File: config.mk
export PLATFORM = sky130hd
export DESIGN_NAME = lpf_decim_out
export DESIGN_NICKNAME = d
export VERILOG_FILES = /design/src/rtl/lpf_decim_out.sv
export SDC_FILE = /design/constraint.sdc
export NUM_CORES = 1
export LEC_CHECK = 0
export ABC_AREA = 1
export BUFFER_PORTS_ARGS = -buffer_cell sky130_fd_sc_hd__buf_2
export CORE_UTILIZATION = 45
export CTS_BUF_LIST = sky130_fd_sc_hd__clkbuf_2 sky130_fd_sc_hd__clkbuf_4 sky130_fd_sc_hd__clkbuf_8
export CTS_CLUSTER_DIAMETER = 150
export CTS_CLUSTER_SIZE = 12
export DETAILED_ROUTE_END_ITERATION = 8
export GPL_TIMING_DRIVEN = 0
export PLACE_DENSITY = 0.65
export SYNTH_ARGS = -nofsm -noshare
export SYNTH_HDL_FRONTEND = slang
export SYNTH_SLANG_ARGS = --single-unit
File: constraint.sdc
create_clock -name clk -period 5.5 [get_ports clk]
set_clock_uncertainty 0.2 [all_clocks]
set_input_delay 0.275 -clock clk [delete_from_list [all_inputs] [get_ports clk]]
set_output_delay 0.275 -clock clk [all_outputs]
set_load 0.01 [all_outputs]
File: src/rtl/lpf_decim_out.sv
// Decimating round/shift/saturate output stage for the lpf FIR, with a small valid/ready FIFO.
// Optional saturation event counter is built when SAT_COUNT_EN is defined.
module lpf_decim_out #(
    parameter int ACC_W      = 28,
    parameter int OUT_W      = 16,
    parameter int SHIFT      = 12,
    parameter int FIFO_DEPTH = 4
) (
    input  logic                    clk,
    input  logic                    rst,
    input  logic signed [ACC_W-1:0] acc_i,
    input  logic                    acc_valid_i,
    input  logic [7:0]              decim_i,
    output logic signed [OUT_W-1:0] data_o,
    output logic                    valid_o,
    input  logic                    ready_i,
    output logic                    overflow_o,
    output logic [15:0]             sat_cnt_o
);

    localparam int AW = $clog2(FIFO_DEPTH);
    localparam int CW = AW + 1;
    localparam logic signed [ACC_W:0] ROUND   = (ACC_W+1)'(64'sd1 <<< (SHIFT-1));
    localparam logic signed [ACC_W:0] SAT_MAX = (ACC_W+1)'((64'sd1 <<< (OUT_W-1)) - 64'sd1);
    localparam logic signed [ACC_W:0] SAT_MIN = (ACC_W+1)'(-(64'sd1 <<< (OUT_W-1)));

    logic [7:0]              r_phase;
    logic [7:0]              r_decim;
    logic                    r_s1_val;
    logic signed [ACC_W:0]   r_s1;
    logic signed [OUT_W-1:0] r_mem [FIFO_DEPTH];
    logic [AW-1:0]           r_wptr;
    logic [AW-1:0]           r_rptr;
    logic [CW-1:0]           r_count;
    logic                    r_overflow;

    logic [7:0]              w_m;
    logic                    w_keep;
    logic signed [ACC_W:0]   w_round;
    logic signed [ACC_W:0]   w_shifted;
    logic                    w_sat_hi;
    logic                    w_sat_lo;
    logic signed [OUT_W-1:0] w_sat_val;
    logic                    w_full;
    logic                    w_pop;
    logic                    w_push;

    // Decimation: decim_i is only sampled when a group starts
    assign w_m    = (decim_i == 8'd0) ? 8'd1 : decim_i;
    assign w_keep = acc_valid_i && (r_phase == 8'd0);

    always_ff @(posedge clk) begin
        if (rst) begin
            r_phase <= '0;
            r_decim <= 8'd1;
        end else if (acc_valid_i) begin
            if (r_phase == 8'd0) begin
                r_decim <= w_m;
                r_phase <= (w_m == 8'd1) ? 8'd0 : 8'd1;
            end else if (r_phase == r_decim - 8'd1) begin
                r_phase <= '0;
            end else begin
                r_phase <= r_phase + 8'd1;
            end
        end
    end

    assign w_round   = {acc_i[ACC_W-1], acc_i} + ROUND;
    assign w_shifted = w_round >>> SHIFT;

    always_ff @(posedge clk) begin
        if (rst) begin
            r_s1_val <= 1'b0;
            r_s1     <= '0;
        end else begin
            r_s1_val <= w_keep;
            if (w_keep) r_s1 <= w_shifted;
        end
    end

    assign w_sat_hi  = r_s1 > SAT_MAX;
    assign w_sat_lo  = r_s1 < SAT_MIN;
    assign w_sat_val = w_sat_hi ? SAT_MAX[OUT_W-1:0] :
                       w_sat_lo ? SAT_MIN[OUT_W-1:0] : r_s1[OUT_W-1:0];

    // A pop in the same cycle frees the slot, so a full FIFO still accepts the push
    assign w_full  = (r_count == CW'(FIFO_DEPTH));
    assign valid_o = (r_count != '0);
    assign w_pop   = valid_o && ready_i;
    assign w_push  = r_s1_val && (!w_full || w_pop);

    always_ff @(posedge clk) begin
        if (w_push) r_mem[r_wptr] <= w_sat_val;
    end

    always_ff @(posedge clk) begin
        if (rst) begin
            r_wptr     <= '0;
            r_rptr     <= '0;
            r_count    <= '0;
            r_overflow <= 1'b0;
        end else begin
            if (w_push) r_wptr <= r_wptr + AW'(1);
            if (w_pop)  r_rptr <= r_rptr + AW'(1);
            case ({w_push, w_pop})
                2'b10:   r_count <= r_count + CW'(1);
                2'b01:   r_count <= r_count - CW'(1);
                default: r_count <= r_count;
            endcase
            if (r_s1_val && w_full && !w_pop) r_overflow <= 1'b1;
        end
    end

    assign data_o     = valid_o ? r_mem[r_rptr] : '0;
    assign overflow_o = r_overflow;

`ifdef SAT_COUNT_EN
    logic [15:0] r_sat_cnt;

    always_ff @(posedge clk) begin
        if (rst) begin
            r_sat_cnt <= '0;
        end else if (r_s1_val && (w_sat_hi || w_sat_lo) && (r_sat_cnt != 16'hFFFF)) begin
            r_sat_cnt <= r_sat_cnt + 16'd1;
        end
    end

    assign sat_cnt_o = r_sat_cnt;
`else
    assign sat_cnt_o = '0;
`endif

endmodule

# Yosys cells after proc, flatten, opt, wreduce, memory -nomap -nowiden
# Memory sizes are Yosys's and may differ from the RTL's. A register that Yosys moved wholly into a read port is not among the register bits.
# Cells that the tools add are included.
classes:
  addsub: 7
  n_lt_le_gt_ge: 2
  n_eq_ne: 5
  muxes: 12
  n_reduce_logical: 13
op_table:
  columns: ["operator", "n"]
  rows:
  - ["16-bit two-way mux", 3]
  - ["28-bit by 13-bit adder with 29-bit output (second input constant)", 1]
  - ["8-bit two-way mux", 3]
  - ["17-bit by 16-bit > comparator with 1-bit output (second input constant)", 1]
  - ["17-bit by 16-bit less-than comparator with 1-bit output (second input constant)", 1]
  - ["8-bit zero test", 2]
  - ["8-bit by 1-bit adder with 8-bit output (second input constant)", 1]
  - ["8-bit by 1-bit == test with 1-bit output (second input constant)", 1]
  - ["8-bit == test", 1]
  - ["8-bit by 1-bit subtractor with 8-bit output (second input constant)", 1]
  - ["3-bit case mux with 2 select lines", 1]
  - ["1-bit logical AND", 5]
  - ["2-bit by 1-bit adder with 2-bit output (second input constant)", 2]
  - ["2-bit two-way mux", 2]
  - ["3-bit by 1-bit adder with 3-bit output (second input constant)", 1]
  - ["3-bit == test (second input constant)", 1]
  - ["1-bit two-way mux", 3]
  - ["3-bit nonzero test", 1]
  - ["3-bit by 1-bit subtractor with 3-bit output (second input constant)", 1]
  - ["2-bit by 1-bit == test with 1-bit output (second input constant)", 1]
  - ["2-bit == test (second input constant)", 1]
  - ["1-bit zero test", 2]
  - ["2-bit AND reduction", 1]
  - ["2-bit nonzero test", 1]
  - ["1-bit logical OR", 1]
totals:
  register_bits: 42
  ram_bits: 64
  input_bits: 40
  out_inout_bits: 34
  wordCells: 48
  memories: 1
memory_table:
  columns: ["name", "depth", "width", "rd", "rd_ports_with_merged_regs", "wr", "line", "rtl"]
  rows:
  - ["r_mem", 4, 16, 1, 1, 1, "31", "logic signed [OUT_W-1:0] r_mem [FIFO_DEPTH];"]

# Longest topological paths before layout
# Gate-level depths: netlist of run 1.
logic_depth:
  ltp_word: 6
  depth_mapped: 12
  depth_no_buf: 12

# Worst setup path after synthesis of run 1
# No wires, ideal clock.
synth_timing:
  kind: "flip-flop to flip-flop"
  startpoint: "register r_count[2]"
  endpoint: "register r_count[2]"
  setup_ns: 0.122
  t_arrival_ns: 1.915
  path_slack_ns: 3.263
  path_stages_with_launch: 12
  period_less_slack_ns: 2.237
  path_cell_list: "dfxtp_1 > inv_1 > nand2_1 > clkinv_1 > nor2_1 > ha_1 > inv_1 > fa_1 > a21oi_1 > o21ai_0 > o21ai_0 > a21oi_1"
synth_between:
  elab_chain_cells: 6
synth_rtl:
  columns: ["item", "line", "rtl"]
  rows:
  - ["start: declaration", "34", "logic [CW-1:0] r_count;"]
  - ["start signal: assignment", "106", "2'b10: r_count <= r_count + CW'(1);"]
  - ["start signal: assignment", "107", "2'b01: r_count <= r_count - CW'(1);"]
  - ["start signal: assignment", "108", "default: r_count <= r_count;"]
  - ["3-bit nonzero test *", "88", "assign valid_o = (r_count != '0);"]
  - ["via valid_o", "15", "output logic valid_o,"]
  - ["1-bit logical AND *", "89", "assign w_pop = valid_o && ready_i;"]
  - ["via w_pop", "45", "logic w_pop;"]
  - ["1-bit logical OR", "90", "assign w_push = r_s1_val && (!w_full || w_pop);"]
  - ["1-bit logical AND", "90", null]
  - ["2-bit by 1-bit == test with 1-bit output or 2-bit == test (tied branches)", "105", "case ({w_push, w_pop})"]
  - ["3-bit case mux with 2 select lines or 2-bit nonzero test (tied branches)", null, null]
# Mark *: on every way through the listed nets, which the timed path passes. The rest lies on a longest branch.
# A chain may end at the register's enable or synchronous reset.

==> results of run 1 <==
[synthesized netlist by cell type (all sizes together), types with 9 or more instances]
cell type  number  area (um2)
a21oi          63         315
buf            22         168
clkbuf         18        68.8
dfxtp          44         881
edfxtp         64        1920
ha              9         113
inv            62         233
nand2          78         298
nand3          22         110
nor2          119         472
o21ai          75         375
xor2           10        87.6
[flip-flops by register name (all words and copies together), names as in the netlist, named ones only]
register,cells
r_phase,8
r_mem,64
r_count,3
r_rptr,2
r_s1_val,1
overflow_o,1
r_s1,17
r_wptr,2
r_decim,8
[cell type report]
type / count / area (um2) / share of cell area, %
Timing Repair Buffer: 59 / 372 / 6.09
Buffer: 40 / 236 / 3.87
Tap cell: 143 / 179 / 2.93
Sequential cell: 108 / 2800 / 45.9
Clock buffer: 9 / 124 / 2.03
Multi-Input combinational cell: 417 / 2040 / 33.4
Inverter: 64 / 240 / 3.94
Clock inverter: 7 / 114 / 1.87
[power by group through the flow]
stage / registers [mW] / clock network (mW) / logic (mW)
6_report: 0.938 / 0.561 / 0.475
5_1_grt: 0.943 / 0.599 / 0.539
4_1_cts: 0.938 / 0.570 / 0.480
3_5_place_dp: 0.956 / 0 / 0.471
3_3_place_gp: 0.955 / 0 / 0.458
2_1_floorplan: 0.950 / 0 / 0.307
[cells by family after synthesis]
logic type               synth area share, %
AND/OR/NAND/NOR                         18.8
adder cells (fa/ha/maj)                 2.53
AO/OA/AOI/OAI                           13.3
flip-flops                              53.4
buffers and inverters                   9.08
XOR/XNOR                                2.84
other                                 0.0714
[worst max-delay path by stage]
stage | end | cells past startpoint
floorplan | r_count[2]$_SDFFE_PP0P_ | 11
global placement | r_mem[2][14]$_DFFE_PP_ | 6
detailed placement | r_count[2]$_SDFFE_PP0P_ | 11
CTS | data_o[5] | 7
global route | data_o[5] | 7
finish | data_o[5] | 7
[timing repair]
item | CTS | global route
setup endpoints to repair | 0 | 0
hold endpoints to repair | 10 | 0
hold buffers | 10 | 0
setup buffers | 0 | 0
[per-layer routing]
layer  GRT usage, %  vias to the layer above  wire [um]
met2           34.6                      102       5630
li1               -                     2164          -
met5              0                        -          0
met3           4.59                        9        572
met1           26.1                     1898       5250
met4           5.05                        0        127
[tightest hold or removal path: stages]
cell and delay (ns):
buf_2 0.08, o21ai_0 0.09, a21oi_1 0.11
==> results.json, run 1 <==
{
  "ys_ff_latch": 108,
  "rows": 39,
  "clock-root-buffer": "clkbuf_8",
  "slew_headroom_pct": 37.5,
  "grt_pass1_vias": 3747,
  "irDropWorstVdd_mv": 0.157,
  "final_cell_area_um2": 6100,
  "dieArea_um2": 12100,
  "core_area_um2": 11400,
  "slew_viol_final": 0,
  "drt-initial-drc-count": 235,
  "antenna_found_initial": 0,
  "mostFrequentLayoutCell": "nor2_1",
  "ctsLongestPathBuffers": 2,
  "area_delta_synth_final_pct": 16.2,
  "dp_cells": 821,
  "ys_seq_area_share_pct": 53.4,
  "cts-htree-levels": 3,
  "antenna_left": 0,
  "vias": 4173,
  "synthArstFlopShare_pct": 0,
  "r2r-start": "r_count[2]$_SDFFE_PP0P_",
  "cts_tree": "built",
  "comb_power_share_pct": 24.1,
  "worst_path_most_repeated_cell": "clkbuf_1",
  "arrival_ns": 2.29,
  "pin_count": 74,
  "finalCritPeriodShare_pct": 50.3,
  "dp_hpwl_mm": 8.26,
  "worstMarginPinSlew_ns": 0.937,
  "die_w_um": 110,
  "hold_path_depth": 3,
  "setup_violations": 0,
  "syn_area_per_cell_um2": 8.55,
  "synthDistinctLibCells": 33,
  "critical-path-top-delay-family": "buffers and inverters",
  "internal-power_mw": 1.34,
  "slowest_delay_ns": 0.33,
  "syn_inst": 614,
  "finalHoldViolCount": 0,
  "hold-worst-slack_ns": 0.0192,
  "cts_resized": 0,
  "fin_setup_tns_ns": 0,
  "required_ns": 5.03,
  "grt_pass1_wl_mm": 18.3,
  "grt_setup_unrepaired": "no",
  "crit_slowest_cell": "dfxtp_1",
  "critPathMaxFanout": 10,
  "critPathCaptureType": "output pin",
  "cp_cell_sequence": "clkbuf_1, inv_1, clkbuf_1, nor2_1, o21ai_0, a21oi_1, buf_2",
  "num_antenna_cells": 0,
  "drc_errors": 0,
  "yosysWarnings": 0,
  "clkPwrFrac_pct": 28.4,
  "finalWorstSetupSlack_ns": 2.73,
  "p_sw_share_pct": 32.0,
  "leakage_nw": 2.50,
  "power.switching_uw": 632,
  "grt.overflow.total": 0,
  "synthFlopType": "edfxtp_1",
  "synth_edf_count": 64,
  "track_usage_pct": 20.3,
  "gp_congestion": 0.856,
  "fin_util_pct": 53.5,
  "finalNetCount": 749,
  "maxCapViolCount": 0,
  "drt-vias-per-instance": 4.93,
  "place_ws_ns": 2.90,
  "drive_gt1_share_pct": 14.6,
  "path_buf_inv": 4,
  "hp-start": "decim_i[4]",
  "clock_sinks": 108,
  "die_h_um": 110,
  "powerDensity_nw_per_um2": 323,
  "worstSkewPairLatency_ns": 0.38,
  "wl_mm": 11.6,
  "placed_area_um2": 5770,
  "worstRegToRegCells": 11,
  "max_freq_mhz": 361,
  "cts.clk_slew.worst_paths_ns": 0.10,
  "outcome": "complete, no violations",
  "r2r_slack_ns": 2.90,
  "start_util_pct": 46.0,
  "fin_crit_ns": 2.77,
  "numCtsBuffers": 9,
  "io_buffers": 46,
  "layoutNonFillerInstCount": 847,
  "netlist_area_um2": 5250,
  "seqPwrFrac_pct": 47.5,
  "wl_per_cell_um": 13.7,
  "mostFrequentLayoutCells": "nor2_1, nand2_1, o21ai_0, edfxtp_1, a21oi_1",
  "fill_cells": 1091,
  "p_total_mw": 1.97,
  "criticalPathCategory": "reg -> out",
  "grt_max_degree": 21,
  "dr.pass1.iters": 4,
  "r2r-end": "r_count[2]$_SDFFE_PP0P_",
  "min_path_type": "in -> reg",
  "start_kind": "flip-flop",
  "worstHoldEndpoint": "r_decim[4]$_SDFFE_PP0P_"
}
Power figures use the tool's default switching activity.
==> inputs of run 2 (changes only) <==
ABC_AREA = 0   (was 1)
clock period = 2.7 ns   (was 5.5 ns; I/O delays follow)
==> run 2 against run 1 <==
Compared with the run above: power increased by 100%; first-iteration DRC count decreased by 41%; sequential cell count unchanged.
==> results.json, run 2 <==
{
  "slowest_delay_ns": 0.42,
  "antenna_left": 0,
  "slew_headroom_pct": 44.7,
  "critical-path-top-delay-family": "simple AND/OR/NAND/NOR gates",
  "ys_ff_latch": 108,
  "mostFrequentLayoutCells": "edfxtp_1, nor2_1, buf_2, nand2_1, dfxtp_1",
  "cts-htree-levels": 3,
  "mostFrequentLayoutCell": "edfxtp_1",
  "numCtsBuffers": 9,
  "cts_tree": "built",
  "grt_setup_unrepaired": "yes",
  "largest_reg_flops": 64,
  "synth.area.top_cells": "edfxtp_1, dfxtp_1, mux4_2",
  "drive_gt1_share_pct": 19.9,
  "crit_slowest_cell": "dfxtp_1",
  "synthFlopType": "edfxtp_1",
  "io_buffers": 46,
  "reg_top3": "r_mem (64), r_s1 (17)",
  "start_util_pct": 46.9,
  "antenna_found_initial": 0,
  "max_freq_mhz": 393,
  "grt_max_degree": 20,
  "irDropWorstVdd_mv": 0.319,
  "placed_area_um2": 5630,
  "grt_pass1_vias": 3483,
  "critPathCaptureType": "flip-flop",
  "powerDensity_nw_per_um2": 648,
  "synth_edf_count": 64,
  "syn_inst": 460,
  "top_register": "r_mem",
  "layoutNonFillerInstCount": 703,
  "critPathMaxFanout": 9,
  "arrival_ns": 2.64,
  "finalHoldViolCount": 0,
  "grt_pass1_wl_mm": 16.5,
  "drc_errors": 0,
  "start_kind": "flip-flop",
  "track_usage_pct": 18.4,
  "yosysWarnings": 0,
  "path_buf_inv": 2,
  "ctsLongestPathBuffers": 2,
  "die_w_um": 109,
  "grt.overflow.total": 0,
  "pin_count": 74,
  "cts.clk_slew.worst_paths_ns": 0.10,
  "setup_violations": 0,
  "final_cell_area_um2": 6100,
  "syn_area_per_cell_um2": 11.2,
  "drt-initial-drc-count": 139,
  "clock_sinks": 108,
  "drt-vias-per-instance": 5.07,
  "core_area_um2": 11000,
  "leakage_nw": 2.28,
  "clock-root-buffer": "clkbuf_8",
  "synthArstFlopShare_pct": 0,
  "dr.pass1.iters": 4,
  "ys_seq_area_share_pct": 54.2,
  "required_ns": 2.80,
  "area_delta_synth_final_pct": 18.0,
  "outcome": "complete, no violations",
  "cp_cell_sequence": "or3_1, clkbuf_1, and2_1, ha_1, inv_1, fa_1, xor2_1, or3_1, a21oi_1",
  "die_h_um": 109,
  "worstMarginPinSlew_ns": 0.830,
  "dp_hpwl_mm": 6.89,
  "finalNetCount": 608,
  "worst_path_most_repeated_cell": "or3_1",
  "gp_congestion": 0.817,
  "wl_mm": 9.91,
  "netlist_area_um2": 5170,
  "fin_crit_ns": 2.54,
  "maxCapViolCount": 0,
  "min_path_type": "in -> reg",
  "synth_commonest_cells": "edfxtp_1, nor2_1, nand2_1, dfxtp_1, and2_1",
  "slew_viol_final": 0,
  "synth_top_cell_by_area": "edfxtp_1",
  "postCtsSetupBuffers": 0,
  "finalCritPeriodShare_pct": 94.2,
  "wl_per_cell_um": 14.1,
  "synthDistinctLibCells": 59,
  "vias": 3563,
  "synth_top_area_share_pct": 37.2,
  "num_antenna_cells": 0,
  "worstSkewPairLatency_ns": 0.37,
  "rows": 38,
  "dieArea_um2": 11900,
  "dp_cells": 661,
  "criticalPathCategory": "reg -> reg",
  "synth_most_common_cell": "edfxtp_1"
}
-- run 2: logic make-up after synthesis --
group / share of synthesized area (%)
muxes: 7.16
buffers and inverters: 5.56
xor gates and xnor gates: 4.74
other: 0.0725
DFF: 54.2
adders and majority gates: 2.56
and+or+nand+nor: 17.1
AOI/OAI and AO/OA: 8.59
-- run 2: worst min-delay path, stage by stage --
cell and delay, ns:
buf_2 0.10, buf_6 0.13, nor2_1 0.05, o21ai_0 0.07
a221oi_1 0.05
-- run 2: area by class of cell --
type / count / area (um2)
clock inverters: 6 / 55.1
repair buffers: 74 / 510
multi-input cells: 312 / 2140
inverters: 10 / 37.5
well taps: 140 / 175
fillers: 942 / 4930
flip-flops and latches: 108 / 2800
clock buffers: 10 / 131
plain buffers: 43 / 246
-- run 2: final timing paths --
kind | from | endpoint | slack [ns] | cells after the start
worst max-delay path | r_count[0]$_SDFFE_PP0P_ | r_count[2]$_SDFFE_PP0P_ | 0.16 | 9
worst min-delay path | rst | r_phase[7]$_SDFFE_PP0P_ | 0.01 | 5
worst max register to register | r_count[0]$_SDFFE_PP0P_ | r_count[2]$_SDFFE_PP0P_ | 0.16 | 9
worst min register to register | r_decim[7]$_SDFFE_PP0P_ | r_decim[7]$_SDFFE_PP0P_ | 0.28 | 2
-- run 2: routing by layer --
metal	wire length [um]	global-route usage, %
met1	4680	24.3
met2	4730	30.4
met3	335	2.69
met4	155	7.43
met5	0	0
-- run 2: metrics by stage --
stage	util, %	TNS, ns	setup slack (ns)	hold slack [ns]	power [mW]
after CTS	55.3	0	0.0289	0.00123	3.99
after detailed placement	51.1	0	0.100	0.187	3.04
after global routing	55.3	-0.0287	-0.0287	0.0351	4.19
final	55.3	0	0.157	0.0141	3.96
after floorplan	-	0	0.323	0.0633	2.73
after global placement	51.1	0	0.155	0.181	3.01
-- run 2: timing repair --
action                                  in CTS  in global routing
gates cloned                                 0                  0
hold buffers                                28                  0
gates resized for setup                      0                  5
endpoints found under the setup margin      10                 14
hold endpoints to repair                    27                  0
-- run 2: power breakdown --
part,internal [mW],total [mW],leakage (nW),switching (mW)
Combinational,0.499,1.04,1.24,0.537
Clock,0.364,0.935,0.0904,0.571
Sequential,1.89,1.99,0.948,0.0963
